$ cat src/rtl/uart_transceiver_if.sv
// Bus-side bundle for uart_transceiver: TX byte handshake, RX frame report and the two serial lines.
// The slave modport is the UART itself; master is whoever feeds it and drives the rx line.
interface uart_transceiver_if #(
    parameter int DATA_BITS = 8
);
    logic [DATA_BITS-1:0] tx_data;
    logic                 tx_valid;
    logic                 tx_ready;
    logic                 tx_busy;
    logic                 tx;
    logic                 rx;
    logic [DATA_BITS-1:0] rx_data;
    logic                 rx_valid;
    logic                 rx_parity_err;
    logic                 rx_frame_err;

    modport slave (
        input  tx_data, tx_valid, rx,
        output tx_ready, tx_busy, tx, rx_data, rx_valid, rx_parity_err, rx_frame_err
    );

    modport master (
        output tx_data, tx_valid, rx,
        input  tx_ready, tx_busy, tx, rx_data, rx_valid, rx_parity_err, rx_frame_err
    );
endinterface

$ cat src/rtl/uart_transceiver.sv
// Full-duplex UART: independent TX and RX engines sharing only clk/rst.
// Fixed clocks-per-bit divider, optional even/odd parity, 1 or 2 stop bits.
module uart_transceiver #(
    parameter int CLKS_PER_BIT = 16,
    parameter int DATA_BITS    = 8,
    parameter int PARITY_EN    = 0,
    parameter int PARITY_ODD   = 0,
    parameter int STOP_BITS    = 1
) (
    input logic               clk,
    input logic               rst,
    uart_transceiver_if.slave bus
);
    localparam int CW = $clog2(CLKS_PER_BIT);
    localparam int BW = $clog2(DATA_BITS + 1);
    localparam logic [CW-1:0] BIT_LAST  = CW'(CLKS_PER_BIT - 1);
    localparam logic [CW-1:0] HALF_LAST = CW'(CLKS_PER_BIT / 2 - 1);
    localparam logic [BW-1:0] DATA_LAST = BW'(DATA_BITS - 1);
    localparam logic [BW-1:0] STOP_LAST = BW'(STOP_BITS - 1);

    function automatic logic parity_of(input logic [DATA_BITS-1:0] d);
        return (PARITY_ODD != 0) ? ~^d : ^d;
    endfunction

    typedef enum logic [2:0] {TX_IDLE, TX_START, TX_DATA, TX_PARITY, TX_STOP} tx_state_t;
    typedef enum logic [2:0] {RX_IDLE, RX_START, RX_DATA, RX_PARITY, RX_STOP, RX_BREAK} rx_state_t;

    tx_state_t            tx_state, tx_state_n;
    logic [CW-1:0]        tx_cnt;
    logic [BW-1:0]        tx_bit;
    logic [DATA_BITS-1:0] tx_shift;
    logic                 tx_par;
    logic                 tx_bit_end;

    rx_state_t            rx_state, rx_state_n;
    logic                 rx_sync_p0, rx_sync_p1;
    logic [CW-1:0]        rx_cnt;
    logic [BW-1:0]        rx_bit;
    logic [DATA_BITS-1:0] rx_shift;
    logic                 rx_par_bit;
    logic                 rx_bit_end, rx_half, rx_line;

    assign tx_bit_end   = (tx_cnt == BIT_LAST);
    assign bus.tx_ready = (tx_state == TX_IDLE);
    assign bus.tx_busy  = (tx_state != TX_IDLE);

    always_comb begin
        tx_state_n = tx_state;
        bus.tx     = 1'b1;
        case (tx_state)
            TX_IDLE:   if (bus.tx_valid) tx_state_n = TX_START;
            TX_START: begin
                bus.tx = 1'b0;
                if (tx_bit_end) tx_state_n = TX_DATA;
            end
            TX_DATA: begin
                bus.tx = tx_shift[0];
                if (tx_bit_end && tx_bit == DATA_LAST)
                    tx_state_n = (PARITY_EN != 0) ? TX_PARITY : TX_STOP;
            end
            TX_PARITY: begin
                bus.tx = tx_par;
                if (tx_bit_end) tx_state_n = TX_STOP;
            end
            TX_STOP:   if (tx_bit_end && tx_bit == STOP_LAST) tx_state_n = TX_IDLE;
            default:   tx_state_n = TX_IDLE;
        endcase
    end

    // tx_bit counts data bits in DATA and stop bits in STOP; it restarts on every state change
    always_ff @(posedge clk) begin
        if (rst) begin
            tx_state <= TX_IDLE;
            tx_cnt   <= '0;
            tx_bit   <= '0;
        end else begin
            tx_state <= tx_state_n;
            if (tx_state == TX_IDLE || tx_bit_end) tx_cnt <= '0;
            else                                    tx_cnt <= tx_cnt + CW'(1);
            if (tx_state_n != tx_state) tx_bit <= '0;
            else if (tx_bit_end)        tx_bit <= tx_bit + BW'(1);
        end
    end

    always_ff @(posedge clk) begin
        if (tx_state == TX_IDLE && bus.tx_valid) begin
            tx_shift <= bus.tx_data;
            tx_par   <= parity_of(bus.tx_data);
        end else if (tx_state == TX_DATA && tx_bit_end) begin
            tx_shift <= tx_shift >> 1;
        end
    end

    assign rx_line    = rx_sync_p1;
    assign rx_bit_end = (rx_cnt == BIT_LAST);
    assign rx_half    = (rx_cnt == HALF_LAST);

    always_comb begin
        rx_state_n = rx_state;
        case (rx_state)
            RX_IDLE:   if (!rx_line) rx_state_n = RX_START;
            RX_START:  if (rx_half) rx_state_n = rx_line ? RX_IDLE : RX_DATA;
            RX_DATA: begin
                if (rx_bit_end && rx_bit == DATA_LAST)
                    rx_state_n = (PARITY_EN != 0) ? RX_PARITY : RX_STOP;
            end
            RX_PARITY: if (rx_bit_end) rx_state_n = RX_STOP;
            // Leaving at mid stop bit keeps half a bit of margin for the next start edge
            RX_STOP:   if (rx_bit_end) rx_state_n = rx_line ? RX_IDLE : RX_BREAK;
            RX_BREAK:  if (rx_line) rx_state_n = RX_IDLE;
            default:   rx_state_n = RX_IDLE;
        endcase
    end

    always_ff @(posedge clk) begin
        if (rst) begin
            rx_sync_p0        <= 1'b1;
            rx_sync_p1        <= 1'b1;
            rx_state          <= RX_IDLE;
            rx_cnt            <= '0;
            rx_bit            <= '0;
            bus.rx_valid      <= 1'b0;
            bus.rx_data       <= '0;
            bus.rx_parity_err <= 1'b0;
            bus.rx_frame_err  <= 1'b0;
        end else begin
            rx_sync_p0   <= bus.rx;
            rx_sync_p1   <= rx_sync_p0;
            rx_state     <= rx_state_n;
            if (rx_state_n != rx_state || rx_bit_end) rx_cnt <= '0;
            else                                      rx_cnt <= rx_cnt + CW'(1);
            if (rx_state_n != rx_state)             rx_bit <= '0;
            else if (rx_state == RX_DATA && rx_bit_end) rx_bit <= rx_bit + BW'(1);
            bus.rx_valid <= (rx_state == RX_STOP) && rx_bit_end;
            if (rx_state == RX_STOP && rx_bit_end) begin
                bus.rx_data       <= rx_shift;
                bus.rx_parity_err <= (PARITY_EN != 0) && (rx_par_bit != parity_of(rx_shift));
                bus.rx_frame_err  <= ~rx_line;
            end
        end
    end

    always_ff @(posedge clk) begin
        if (rx_state == RX_DATA && rx_bit_end)
            rx_shift <= {rx_line, rx_shift[DATA_BITS-1:1]};
        if (rx_state == RX_PARITY && rx_bit_end)
            rx_par_bit <= rx_line;
    end
endmodule

$ cat src/flat_wrapper.sv
// flat-port wrapper written by rule: the top's interface ports become plain ports
module uart_transceiver_flat 
#(
    parameter int CLKS_PER_BIT = 16,
    parameter int DATA_BITS    = 8,
    parameter int PARITY_EN    = 0,
    parameter int PARITY_ODD   = 0,
    parameter int STOP_BITS    = 1
)
  (clk, rst, bus_tx_data, bus_tx_valid, bus_rx, bus_tx_ready, bus_tx_busy, bus_tx, bus_rx_data, bus_rx_valid, bus_rx_parity_err, bus_rx_frame_err);
  uart_transceiver_if #(.DATA_BITS(DATA_BITS)) bus_i ();
  input logic clk;
  input logic rst;
  input wire logic [$bits(bus_i.tx_data)-1:0] bus_tx_data;
  input wire logic [$bits(bus_i.tx_valid)-1:0] bus_tx_valid;
  input wire logic [$bits(bus_i.rx)-1:0] bus_rx;
  output wire logic [$bits(bus_i.tx_ready)-1:0] bus_tx_ready;
  output wire logic [$bits(bus_i.tx_busy)-1:0] bus_tx_busy;
  output wire logic [$bits(bus_i.tx)-1:0] bus_tx;
  output wire logic [$bits(bus_i.rx_data)-1:0] bus_rx_data;
  output wire logic [$bits(bus_i.rx_valid)-1:0] bus_rx_valid;
  output wire logic [$bits(bus_i.rx_parity_err)-1:0] bus_rx_parity_err;
  output wire logic [$bits(bus_i.rx_frame_err)-1:0] bus_rx_frame_err;
  assign bus_i.tx_data = bus_tx_data;
  assign bus_i.tx_valid = bus_tx_valid;
  assign bus_i.rx = bus_rx;
  assign bus_tx_ready = bus_i.tx_ready;
  assign bus_tx_busy = bus_i.tx_busy;
  assign bus_tx = bus_i.tx;
  assign bus_rx_data = bus_i.rx_data;
  assign bus_rx_valid = bus_i.rx_valid;
  assign bus_rx_parity_err = bus_i.rx_parity_err;
  assign bus_rx_frame_err = bus_i.rx_frame_err;
  uart_transceiver #(.CLKS_PER_BIT(CLKS_PER_BIT), .DATA_BITS(DATA_BITS), .PARITY_EN(PARITY_EN), .PARITY_ODD(PARITY_ODD), .STOP_BITS(STOP_BITS)) u_core (.clk(clk), .rst(rst), .bus(bus_i));
endmodule
$ cat config.mk
export PLATFORM = sky130hd
export DESIGN_NAME = uart_transceiver_flat
export DESIGN_NICKNAME = d
export VERILOG_FILES = /design/src/rtl/uart_transceiver_if.sv /design/src/rtl/uart_transceiver.sv /design/src/flat_wrapper.sv
export SDC_FILE = /design/constraint.sdc
export NUM_CORES = 1
export LEC_CHECK = 0
export CAP_MARGIN = 0
export CORE_AREA = 2 2 69 71
export CTS_CLUSTER_DIAMETER = 200
export DETAILED_ROUTE_END_ITERATION = 8
export DIE_AREA = 0 0 71 73
export GPL_ROUTABILITY_DRIVEN = 1
export HOLD_SLACK_MARGIN = 0.02
export PLACE_DENSITY = 0.78
export SLEW_MARGIN = 20
export SYNTH_ARGS = -nofsm -noshare
export SYNTH_HDL_FRONTEND = slang
export SYNTH_SLANG_ARGS = --single-unit
$ cat constraint.sdc
create_clock -name clk -period 2.2 [get_ports clk]
set_input_delay 0.44 -clock clk [delete_from_list [all_inputs] [get_ports clk]]
set_output_delay 0.44 -clock clk [all_outputs]
set_load 0.01 [all_outputs]
==> results_dict.tcl, run 1 <==
set metrics [dict create \
    result_of_the_run "completed" \
    port_buffers 24 \
    ys.flop_type "sky130_fd_sc_hd__dfxtp_1" \
    synth-seq-area-share_pct 49.8 \
    clock_power_share_pct 35.5 \
    power.share.sequential_pct 56.3 \
    detailroute.via_count 1596 \
    worst_setup_path_start_kind "register" \
    detailed_placer_s_ending_hpwl_um 2890 \
    fillerInstances 380 \
    grt.overflow.total 0 \
    finalClockSkew_ns 0.00421 \
    synth_async_sr_flop_share_pct 0 \
    gp_congestion 0.831 \
    postCtsHoldBufs 0 \
    grt_usage_pct 16.4 \
    yosys-top-cells-area "sky130_fd_sc_hd__dfxtp_1 28%, sky130_fd_sc_hd__edfxtp_1 21%, sky130_fd_sc_hd__mux2i_1 4.6%" \
    drt-wirelength-per-cell_um 13.6 \
    drt-pass1-iter-count 4 \
    hold_viol 0 \
    die-width_um 71 \
    num-nets-final 259 \
    internal_power_uw 1420 \
    required_time_at_the_worst_slack_endpoint_ns 1.76 \
    finalSetupTns_ns 0 \
    io_pins 26 \
    antenna_found_initial 0 \
    power_switching_share_pct 21.7 \
    totalWireLength_um 4030 \
    cap_viol_max_count 0 \
    worstPathMaxFanout 8 \
    post-synth-top-count-cell "sky130_fd_sc_hd__dfxtp_1" \
    layout_min_cycle_time_ns 2.07 \
    post_synth.cell_area_avg_sq_um 10.9 \
    hp-class "register to register" \
    worstReg2RegStart "u_core.rx_cnt[0]" \
    drtIter0Drc 109 \
    synthCells 220 \
    min_delay_path_depth 1 \
    postCtsSetupBuffers 0 \
    antenna_cells 0 \
    synthesis.area_sq_um 2390 \
    yosysTopAreaCellShare_pct 28.4 \
    sink_count_of_the_clock_tree 51 \
    cts_tree "yes" \
    critPathArrivalTime_ns 1.63 \
    yosysTopAreaCell "sky130_fd_sc_hd__dfxtp_1" \
    cts_htree_levels 2 \
    maxClockFrequency_ghz 0.484 \
    clock_latency_at_the_later_pin_of_the_worst_skew_pair_ns 0.30 \
    core_box_area_sq_um 4540 \
    clock_tree.buffer_depth 2 \
    cts.reportedPaths.clkPinSlew_ns 0.09 \
    worst_setup_path_end_kind "output port" \
    vias_per_cell 5.37 \
    timing.max_slew.rel_slack_pct 65.8 \
    post_route_cells_drive_above_1_share_pct 16.0 \
    cts_inserted_buffers 5 \
    antenna_left 0 \
    synth_cell_types 52 \
    first_global_vias 1453 \
    syn_to_final_growth_pct 15.0 \
    placement_rows 25 \
    post_synth_edffs 17 \
    floorplan.die_area_sq_um 5180 \
    ys_top_cells_by_count "34 x sky130_fd_sc_hd__dfxtp_1, 24 x sky130_fd_sc_hd__nor2_1, 17 x sky130_fd_sc_hd__edfxtp_1, 11 x sky130_fd_sc_hd__mux2i_1, 11 x sky130_fd_sc_hd__xnor2_1" \
    initial_utilization_pct 52.8 \
    critPathKind "register to output port" \
    ys_ff_latch 51 \
    final_max_slew_viol_count 0 \
    cp-startpoint "u_core.tx_state[1]" \
    rr_worst_depth 6 \
    cts-root-buf "sky130_fd_sc_hd__clkbuf_8" \
    worstReg2RegEnd "u_core.rx_cnt[3]" \
    p_per_area_nw_per_um2 660 \
    report.final.setup_viol 0 \
    grt_start_max_net_pins 17 \
    power.combinational.fraction_pct 8.2 \
    ys.warnings.count 0 \
    grt_pass1_wl_um 6660 \
    p_leak_uw 0.00105 \
    power.switching_uw 394 \
    hold_end "u_core.rx_line" \
    timing_worst_slew_pin_value_ns 0.513 \
    post-place-cells 289 \
    postSynthNetCount 237 \
    detail_route.drc_violations 0 \
    setup_repair_after_global_routing_missed_its_margin "no" \
    post-route-period-util_pct 93.9 \
    fin_cells 297 \
    hold_path.startpoint "u_core.rx_sync_p0" \
    vdd_drop_max_v 0.000374 \
    floorplan.die.height_um 73 \
    ff2ff_setup_slack_ns 0.42 \
]
final cells by class:
class	count	area, sq um	area share [%]
multi-input cells	147	1070	38.9
flip-flops and latches	51	1190	43.4
well taps	54	67.6	2.46
inverters	8	30.0	1.09
clock inverters	3	43.8	1.59
clock buffers	5	68.8	2.50
repair buffers	29	278	10.1
per-layer routing:
layer | up-vias | GRT usage (%) | part of all wire, %
met4 | 0 | 5.24 | 1.3
met3 | 6 | 4.14 | 2.7
met1 | 754 | 22.4 | 49
li1 | 817 | - | -
met5 | - | 0 | 0
met2 | 19 | 25.6 | 47
per-stage QoR:
step	instance area, sq um	power, uW	setup WS, ns	util [%]	hold slack [ns]
after global routing	2750	1880	0.0601	60.7	0.442
after detailed placement	2640	1190	0.354	58.1	0.420
after global placement	2640	1190	0.372	58.1	0.415
final	2750	1820	0.133	60.7	0.443
after floorplan	2390	1140	0.533	-	0.389
after CTS	2750	1830	0.0137	60.6	0.437
power groups by stage:
stage                     combinational [uW]  sequential (uW)  clock [uW]
after CTS                                150             1020         658
after detailed placement                 149             1040           0
after global placement                   146             1040           0
after floorplan                          109             1030           0
final                                    149             1020         644
after global routing                     165             1030         687
cell usage in the layout (no fill, tap or decap), types with 2 or more instances in the layout:
cell	instances
sky130_fd_sc_hd__a31oi_2	2
sky130_fd_sc_hd__mux2i_1	11
sky130_fd_sc_hd__nand3b_1	3
sky130_fd_sc_hd__ha_1	5
sky130_fd_sc_hd__clkdlybuf4s50_1	24
sky130_fd_sc_hd__mux2_2	8
sky130_fd_sc_hd__nor3_1	10
sky130_fd_sc_hd__nand4_1	3
sky130_fd_sc_hd__and3_1	2
sky130_fd_sc_hd__edfxtp_1	17
sky130_fd_sc_hd__nand3_1	7
sky130_fd_sc_hd__inv_1	7
sky130_fd_sc_hd__nor2_1	24
sky130_fd_sc_hd__or3_1	3
sky130_fd_sc_hd__xnor2_1	11
sky130_fd_sc_hd__o21a_1	2
sky130_fd_sc_hd__dfxtp_2	2
sky130_fd_sc_hd__clkbuf_8	5
sky130_fd_sc_hd__a21oi_1	9
sky130_fd_sc_hd__xor2_1	5
sky130_fd_sc_hd__or2_2	3
sky130_fd_sc_hd__nor4b_1	2
sky130_fd_sc_hd__buf_4	5
sky130_fd_sc_hd__nor2b_1	3
sky130_fd_sc_hd__a31oi_1	2
sky130_fd_sc_hd__dfxtp_1	32
sky130_fd_sc_hd__nand2_1	7
sky130_fd_sc_hd__nor4_1	2
sky130_fd_sc_hd__a22oi_1	2
worst max path at each step:
stage,endpoint,slack [ns],cells after the start
floorplan,u_core.rx_bit[1],0.53,6
global placement,bus_tx,0.37,3
detailed placement,bus_tx,0.35,4
CTS,bus_tx,0.01,4
global route,bus_tx,0.06,4
finish,bus_tx,0.13,4
registers in the layout (all words and copies together) (netlist names):
signal and cells:
u_core.bus.rx_data 8, u_core.bus.rx_frame_err 1, u_core.bus.rx_valid 1, u_core.rx_bit 4
u_core.rx_cnt 4, u_core.rx_line 1, u_core.rx_shift 8, u_core.rx_state 3
u_core.rx_sync_p0 1, u_core.tx_bit 4, u_core.tx_cnt 4, u_core.tx_par 1
u_core.tx_shift 8, u_core.tx_state 3
worst max-delay path, cell delays in order (launching register included):
cell	delay (ns)
sky130_fd_sc_hd__dfxtp_2	0.43
sky130_fd_sc_hd__nand2_1	0.07
sky130_fd_sc_hd__a22oi_1	0.18
sky130_fd_sc_hd__or2_2	0.13
sky130_fd_sc_hd__clkdlybuf4s50_1	0.52
logic make-up after synthesis:
logic type                 after synthesis  share of synthesized area [%]
and+or+nand+nor                         83                           20.8
DFF                                     51                           49.8
xor gates and xnor gates                16                           5.85
muxes                                   19                           8.36
buffers and inverters                   22                           5.54
other                                    1                          0.157
adders and majority gates                5                           2.61
AOI/OAI and AO/OA                       23                           6.90
what timing repair did:
item	in CTS	in global routing
setup endpoints to repair	0	1
gates resized for setup	0	2
hold endpoints to repair	0	0
(Power assumes the default switching activity.)
==> run 2: changes to the inputs <==
--- a/config.mk
+++ b/config.mk
@@ -11,8 +11,10 @@
 export DETAILED_ROUTE_END_ITERATION = 8
 export DIE_AREA = 0 0 71 73
 export GPL_ROUTABILITY_DRIVEN = 1
+export GPL_TIMING_DRIVEN = 0
 export HOLD_SLACK_MARGIN = 0.02
 export PLACE_DENSITY = 0.78
+export RECOVER_POWER = 100
 export SLEW_MARGIN = 20
 export SYNTH_ARGS = -nofsm -noshare
 export SYNTH_HDL_FRONTEND = slang
==> run 2 against run 1 <==
Total power is 5.1% lower. Die area stayed put. Global-route usage hardly changed. Register-to-register slack worse by 0.19 ns. Core utilization is 0.47 points higher. Final cell count is 3.0% higher. Critical path depth is 1 lower. Count of clock-buffer cells in the layout stayed put. Fmax is 0.60% higher. Flip-flop and latch count stayed put. Critical path type unchanged. Highest routed layer unchanged.
==> results_dict.tcl, run 2 (synthesis gave the netlist of run 1 again) <==
set metrics [dict create \
    vias_per_cell 5.31 \
    drtIter0Drc 76 \
    floorplan.die_area_sq_um 5180 \
    power.share.sequential_pct 58.8 \
    cts_inserted_buffers 5 \
    cts_htree_levels 2 \
    layout_min_cycle_time_ns 2.05 \
    syn_to_final_growth_pct 15.8 \
    antenna_found_initial 0 \
    timing_worst_slew_pin_value_ns 0.766 \
    clock_latency_at_the_later_pin_of_the_worst_skew_pair_ns 0.31 \
    cts.reportedPaths.clkPinSlew_ns 0.10 \
    io_pins 26 \
    port_buffers 24 \
    maxClockFrequency_ghz 0.487 \
    drt-wirelength-per-cell_um 12.8 \
    total_power_uw 1720 \
    hold_viol 0 \
    timing.max_slew.rel_slack_pct 48.7 \
    power_switching_share_pct 23.5 \
    drt-pass1-iter-count 4 \
    first_global_vias 1531 \
    cts-root-buf "sky130_fd_sc_hd__clkbuf_8" \
    finalSetupTns_ns 0 \
    grt_usage_pct 16.4 \
    floorplan.die.height_um 73 \
    postCtsHoldBufs 0 \
    multi_input_gate_area_in_the_final_layout_sq_um 1060 \
    worstPathMaxFanout 9 \
    num-nets-final 268 \
    gp_congestion 0.794 \
    setup_repair_after_global_routing_missed_its_margin "no" \
    sink_count_of_the_clock_tree 51 \
    result_of_the_run "completed" \
    initial_utilization_pct 52.8 \
    final_max_slew_viol_count 0 \
    cell_area_placed_sq_um 2700 \
    critPathKind "register to output port" \
    hp-class "register to register" \
    detailed_placer_s_ending_hpwl_um 2850 \
    worst_setup_path_start_kind "register" \
    fin_area_sq_um 2770 \
    detailroute.via_count 1625 \
    grt.overflow.total 0 \
    critPathArrivalTime_ns 1.61 \
    detail_route.drc_violations 0 \
    p_per_area_nw_per_um2 622 \
    post_route_cells_drive_above_1_share_pct 15.5 \
    power.combinational.fraction_pct 9.1 \
    worst_setup_path_end_kind "output port" \
    report.final.setup_viol 0 \
    core_box_area_sq_um 4540 \
    power.switching_uw 406 \
    required_time_at_the_worst_slack_endpoint_ns 1.76 \
    layout_top_registers "u_core.bus.rx_data: 8 flops, u_core.rx_shift: 8 flops, u_core.tx_shift: 8 flops" \
    antenna_cells 0 \
    internal_power_uw 1320 \
    clock_power_share_pct 32.1 \
    die-width_um 71 \
    ff_latch_area_sq_um 1190 \
    totalWireLength_um 3920 \
    grt_pass1_wl_um 6660 \
    grt_start_max_net_pins 19 \
    post-route-period-util_pct 93.4 \
    placement_rows 25 \
    antenna_left 0 \
    p_leak_uw 0.00111 \
    clock_tree.buffer_depth 2 \
    layout.cells.most_common_list "34 x sky130_fd_sc_hd__dfxtp_1, 24 x sky130_fd_sc_hd__nor2_1, 17 x sky130_fd_sc_hd__edfxtp_1" \
    cap_viol_max_count 0 \
    cts_tree "yes" \
    finalClockSkew_ns 0.0138 \
    vdd_drop_max_v 0.000406 \
    commonest_non_fill_non_tap_cell_in_the_layout "sky130_fd_sc_hd__dfxtp_1" \
    fillerInstances 384 \
]
==> run 2: cell count changes in the layout (fill, tap and decap cells not counted), sizes merged, moves of 2 or more <==
| cell | change |
|---|---|
| buf | +5 |
| clkbuf | +4 |
| clkdlybuf4s50 | -13 |
| dlygate4sd3 | +12 |
| inv | +2 |
==> run 2: metrics by stage <==
stage | hold slack, ns | utilization [%] | worst slack [ns] | std cells
2_1_floorplan | 0.389 | - | 0.533 | 220
3_3_place_gp | 0.400 | 59.6 | 0.104 | 298
3_5_place_dp | 0.400 | 59.6 | 0.108 | 298
4_1_cts | 0.425 | 61.7 | 0.0330 | 306
5_1_grt | 0.429 | 61.1 | 0.0711 | 306
6_report | 0.422 | 61.1 | 0.146 | 306
==> run 2: path summary, 6_finish.rpt <==
check                startpoint          endpoint  slack [ns]  cells after the start
min           u_core.rx_sync_p0    u_core.rx_line        0.42                      1
max reg2reg    u_core.rx_cnt[0]  u_core.rx_cnt[2]        0.23                      6
min reg2reg   u_core.rx_sync_p0    u_core.rx_line        0.42                      1
max          u_core.tx_state[2]      bus_tx_ready        0.15                      3
==> run 2: worst max-delay path: stages (launching register included) <==
cell	delay, ns
sky130_fd_sc_hd__dfxtp_1	0.31
sky130_fd_sc_hd__buf_4	0.15
sky130_fd_sc_hd__nor3_4	0.26
sky130_fd_sc_hd__clkdlybuf4s50_1	0.58
==> run 2: layout make-up <==
type                    count  area share [%]
plain buffers              14            3.34
multi-input cells         147            38.1
repair buffers             24            8.66
inverters                   8            1.08
clock inverters             3           0.948
clock buffers               5            2.48
flip-flops and latches     51            43.0
well taps                  54            2.44
==> run 2: per-layer routing <==
layer / vias up / part of all wire, % / global-route usage, %
li1: 836 / - / -
met1: 768 / 45 / 19.8
met2: 17 / 51 / 27.3
met3: 4 / 2.7 / 4.56
met4: 0 / 1.1 / 7.55
met5: - / 0 / 0
==> run 2: repair_timing <==
item | in CTS | in global routing
resized for setup | 0 | 1
setup endpoints to repair | 0 | 1
setup buffers | 0 | 0
==> run 2: power groups by stage <==
stage	logic, uW	registers (uW)	clock network (uW)
2_1_floorplan	109	1030	0
3_3_place_gp	157	1030	0
3_5_place_dp	162	1040	0
4_1_cts	163	1010	578
5_1_grt	173	1020	613
6_report	157	1010	553
==> run 3: changes to the inputs <==
--- a/config.mk
+++ b/config.mk
@@ -5,15 +5,16 @@
 export SDC_FILE = /design/constraint.sdc
 export NUM_CORES = 1
 export LEC_CHECK = 0
+export ABC_AREA = 1
 export CAP_MARGIN = 0
-export CORE_AREA = 2 2 69 71
+export CORE_AREA = 2 2 68 70
 export CTS_CLUSTER_DIAMETER = 200
 export DETAILED_ROUTE_END_ITERATION = 8
-export DIE_AREA = 0 0 71 73
+export DIE_AREA = 0 0 70 72
 export GPL_ROUTABILITY_DRIVEN = 1
 export GPL_TIMING_DRIVEN = 0
 export HOLD_SLACK_MARGIN = 0.02
-export PLACE_DENSITY = 0.78
+export PLACE_DENSITY = 0.77
 export RECOVER_POWER = 100
 export SLEW_MARGIN = 20
 export SYNTH_ARGS = -nofsm -noshare
==> run 3 against run 2 <==
Critical path type unchanged. Total power rose by 9.9%. First-iteration DRC count rose by 24%. Clock power rose by 31%. Combinational power barely moved. Global-route usage rose by 0.80 points. Area after synthesis fell by 4.8%. Via count rose by 9.4%. Die area fell by 2.8%. Critical endpoint unchanged. Clock skew fell by 0.0078 ns. Sequential share of layout area rose by 1.0 points. Worst setup slack improved by 0.0031 ns.
==> results_dict.tcl, run 3 <==
set metrics [dict create \
    cts-root-buf "sky130_fd_sc_hd__clkbuf_8" \
    layout.cells.most_common_list "52 x sky130_fd_sc_hd__nand2_1, 51 x sky130_fd_sc_hd__nor2_1, 34 x sky130_fd_sc_hd__dfxtp_1" \
    die-width_um 70 \
    cap_viol_max_count 0 \
    layout_top_registers "u_core.bus.rx_data: 8 flops, u_core.rx_shift: 8 flops, u_core.tx_shift: 8 flops" \
    finalSetupTns_ns 0 \
    critPathArrivalTime_ns 1.61 \
    io_pins 26 \
    final_max_slew_viol_count 0 \
    critPathKind "register to output port" \
    finalClockSkew_ns 0.00597 \
    worstPathMaxFanout 3 \
    total_power_uw 1900 \
    post-route-period-util_pct 93.2 \
    hold_viol 0 \
    antenna_left 0 \
    postCtsSetupBuffers 0 \
    required_time_at_the_worst_slack_endpoint_ns 1.76 \
    gp_congestion 0.922 \
    result_of_the_run "completed" \
    grt.overflow.total 0 \
    first_global_vias 1666 \
    drt-pass1-iter-count 4 \
    totalWireLength_um 4120 \
    vdd_drop_max_v 0.000373 \
    floorplan.die_area_sq_um 5040 \
    placement_rows 24 \
    num-nets-final 313 \
    vias_per_cell 5.09 \
    clock_tree.buffer_depth 2 \
    ys_ff_latch 51 \
    worst_setup_path_end_kind "output port" \
    cts_inserted_buffers 5 \
    synth-seq-area-share_pct 52.3 \
    drtIter0Drc 94 \
    post_route_cells_drive_above_1_share_pct 8.75 \
    p_per_area_nw_per_um2 700 \
    cts_tree "yes" \
    port_buffers 24 \
    sink_count_of_the_clock_tree 51 \
    antenna_cells 0 \
    ys.flop_type "sky130_fd_sc_hd__dfxtp_1" \
    p_leak_uw 0.00114 \
    synthCells 265 \
    core_box_area_sq_um 4260 \
    setup_repair_after_global_routing_missed_its_margin "no" \
    synth_cell_types 29 \
    detail_route.drc_violations 0 \
    worst_setup_path_start_kind "register" \
    detailroute.via_count 1778 \
    postSynthNetCount 282 \
    drt-wirelength-per-cell_um 11.8 \
    detailed_placer_s_ending_hpwl_um 2880 \
    hp-class "register to register" \
    clock_latency_at_the_later_pin_of_the_worst_skew_pair_ns 0.31 \
    maxClockFrequency_ghz 0.488 \
    syn_to_final_growth_pct 18.8 \
    grt_usage_pct 17.2 \
    grt_pass1_wl_um 6960 \
    cts_htree_levels 2 \
    synth_async_sr_flop_share_pct 0 \
    postCtsHoldBufs 0 \
    layout_min_cycle_time_ns 2.05 \
    yosys-top-cells-area "sky130_fd_sc_hd__dfxtp_1 30%, sky130_fd_sc_hd__edfxtp_1 22%, sky130_fd_sc_hd__nand2_1 8.4%" \
    initial_utilization_pct 53.4 \
    post_synth_edffs 17 \
    synthesis.area_sq_um 2280 \
    min_delay_path_depth 1 \
    commonest_non_fill_non_tap_cell_in_the_layout "sky130_fd_sc_hd__nand2_1" \
    cts.reportedPaths.clkPinSlew_ns 0.09 \
    antenna_found_initial 0 \
    report.final.setup_viol 0 \
    cts_resized 0 \
    post_synth.cell_area_avg_sq_um 8.60 \
    ys.warnings.count 0 \
    yosysTopAreaCell "sky130_fd_sc_hd__dfxtp_1" \
    grt_start_max_net_pins 17 \
    floorplan.die.height_um 72 \
    rr_worst_depth 8 \
    ff2ff_setup_slack_ns 0.22 \
    yosysTopAreaCellShare_pct 29.9 \
    ys_top_cells_by_count "51 x sky130_fd_sc_hd__nand2_1, 51 x sky130_fd_sc_hd__nor2_1, 34 x sky130_fd_sc_hd__dfxtp_1, 20 x sky130_fd_sc_hd__inv_1, 17 x sky130_fd_sc_hd__edfxtp_1" \
]
-- run 3: changes by cell type after synthesis, sizes merged, moves of 6 or more --
cell / delta
mux2: -8
nand2: +47
buf: -12
mux2i: -10
nor2: +31
nand3: +11
nor3: -10
inv: +19
o21ai: +10
a21oi: -6
-- run 3: logic make-up after synthesis --
family | count (synthesis) | synth area share, %
and+or+nand+nor | 142 | 28.5
DFF | 51 | 52.3
buffers and inverters | 30 | 5.11
AOI/OAI and AO/OA | 18 | 4.23
xor gates and xnor gates | 17 | 6.53
adders and majority gates | 5 | 2.75
other | 1 | 0.165
muxes | 1 | 0.439
-- run 3: path summary, 6_finish.rpt --
check	startpoint	end
setup / recovery	u_core.tx_state[1]	bus_tx_ready
hold / removal	u_core.rx_sync_p0	u_core.rx_line
setup reg to reg	u_core.rx_cnt[0]	u_core.rx_bit[2]
hold reg to reg	u_core.rx_sync_p0	u_core.rx_line
-- run 3: worst max-delay path: stages, from the launching register on --
cell and delay (ns):
sky130_fd_sc_hd__dfxtp_1 0.34, sky130_fd_sc_hd__nor2_1 0.14, sky130_fd_sc_hd__inv_1 0.05, sky130_fd_sc_hd__nor2_1 0.19
sky130_fd_sc_hd__clkdlybuf4s50_1 0.58
-- run 3: metrics by stage --
step                      utilization [%]  hold WS, ns  area [sq um]  setup slack, ns  cells
after CTS                            63.7        0.425          2720           0.0610    349
after floorplan                         -        0.389          2280            0.564    265
after global routing                 63.5        0.450          2710           0.0160    349
final                                63.5        0.421          2710            0.149    349
after global placement               60.6        0.391          2580            0.256    341
after detailed placement             60.6        0.404          2580            0.222    341
-- run 3: cell type report --
type	count	area (sq um)
Fill cell	375	1560
Sequential cell	51	1190
Multi-Input combinational cell	184	963
Timing Repair Buffer	24	240
Inverter	27	101
Clock buffer	6	93.8
Tap cell	52	65.1
Clock inverter	2	37.5
Buffer	3	15.0
-- run 3: metal layers --
| layer | GRT usage [%] | vias up | share of wire [%] |
|---|---|---|---|
| li1 | - | 916 | - |
| met1 | 20.9 | 806 | 46 |
| met4 | 7.69 | 0 | 2.2 |
| met5 | 0 | - | 0 |
| met2 | 29.0 | 47 | 47 |
| met3 | 4.44 | 9 | 4.7 |
-- run 3: where the power goes --
group / internal, uW / switching (uW)
clock: 408 / 315
combinational: 68.4 / 86.6
sequential: 1000 / 13.3
total: 1480 / 415
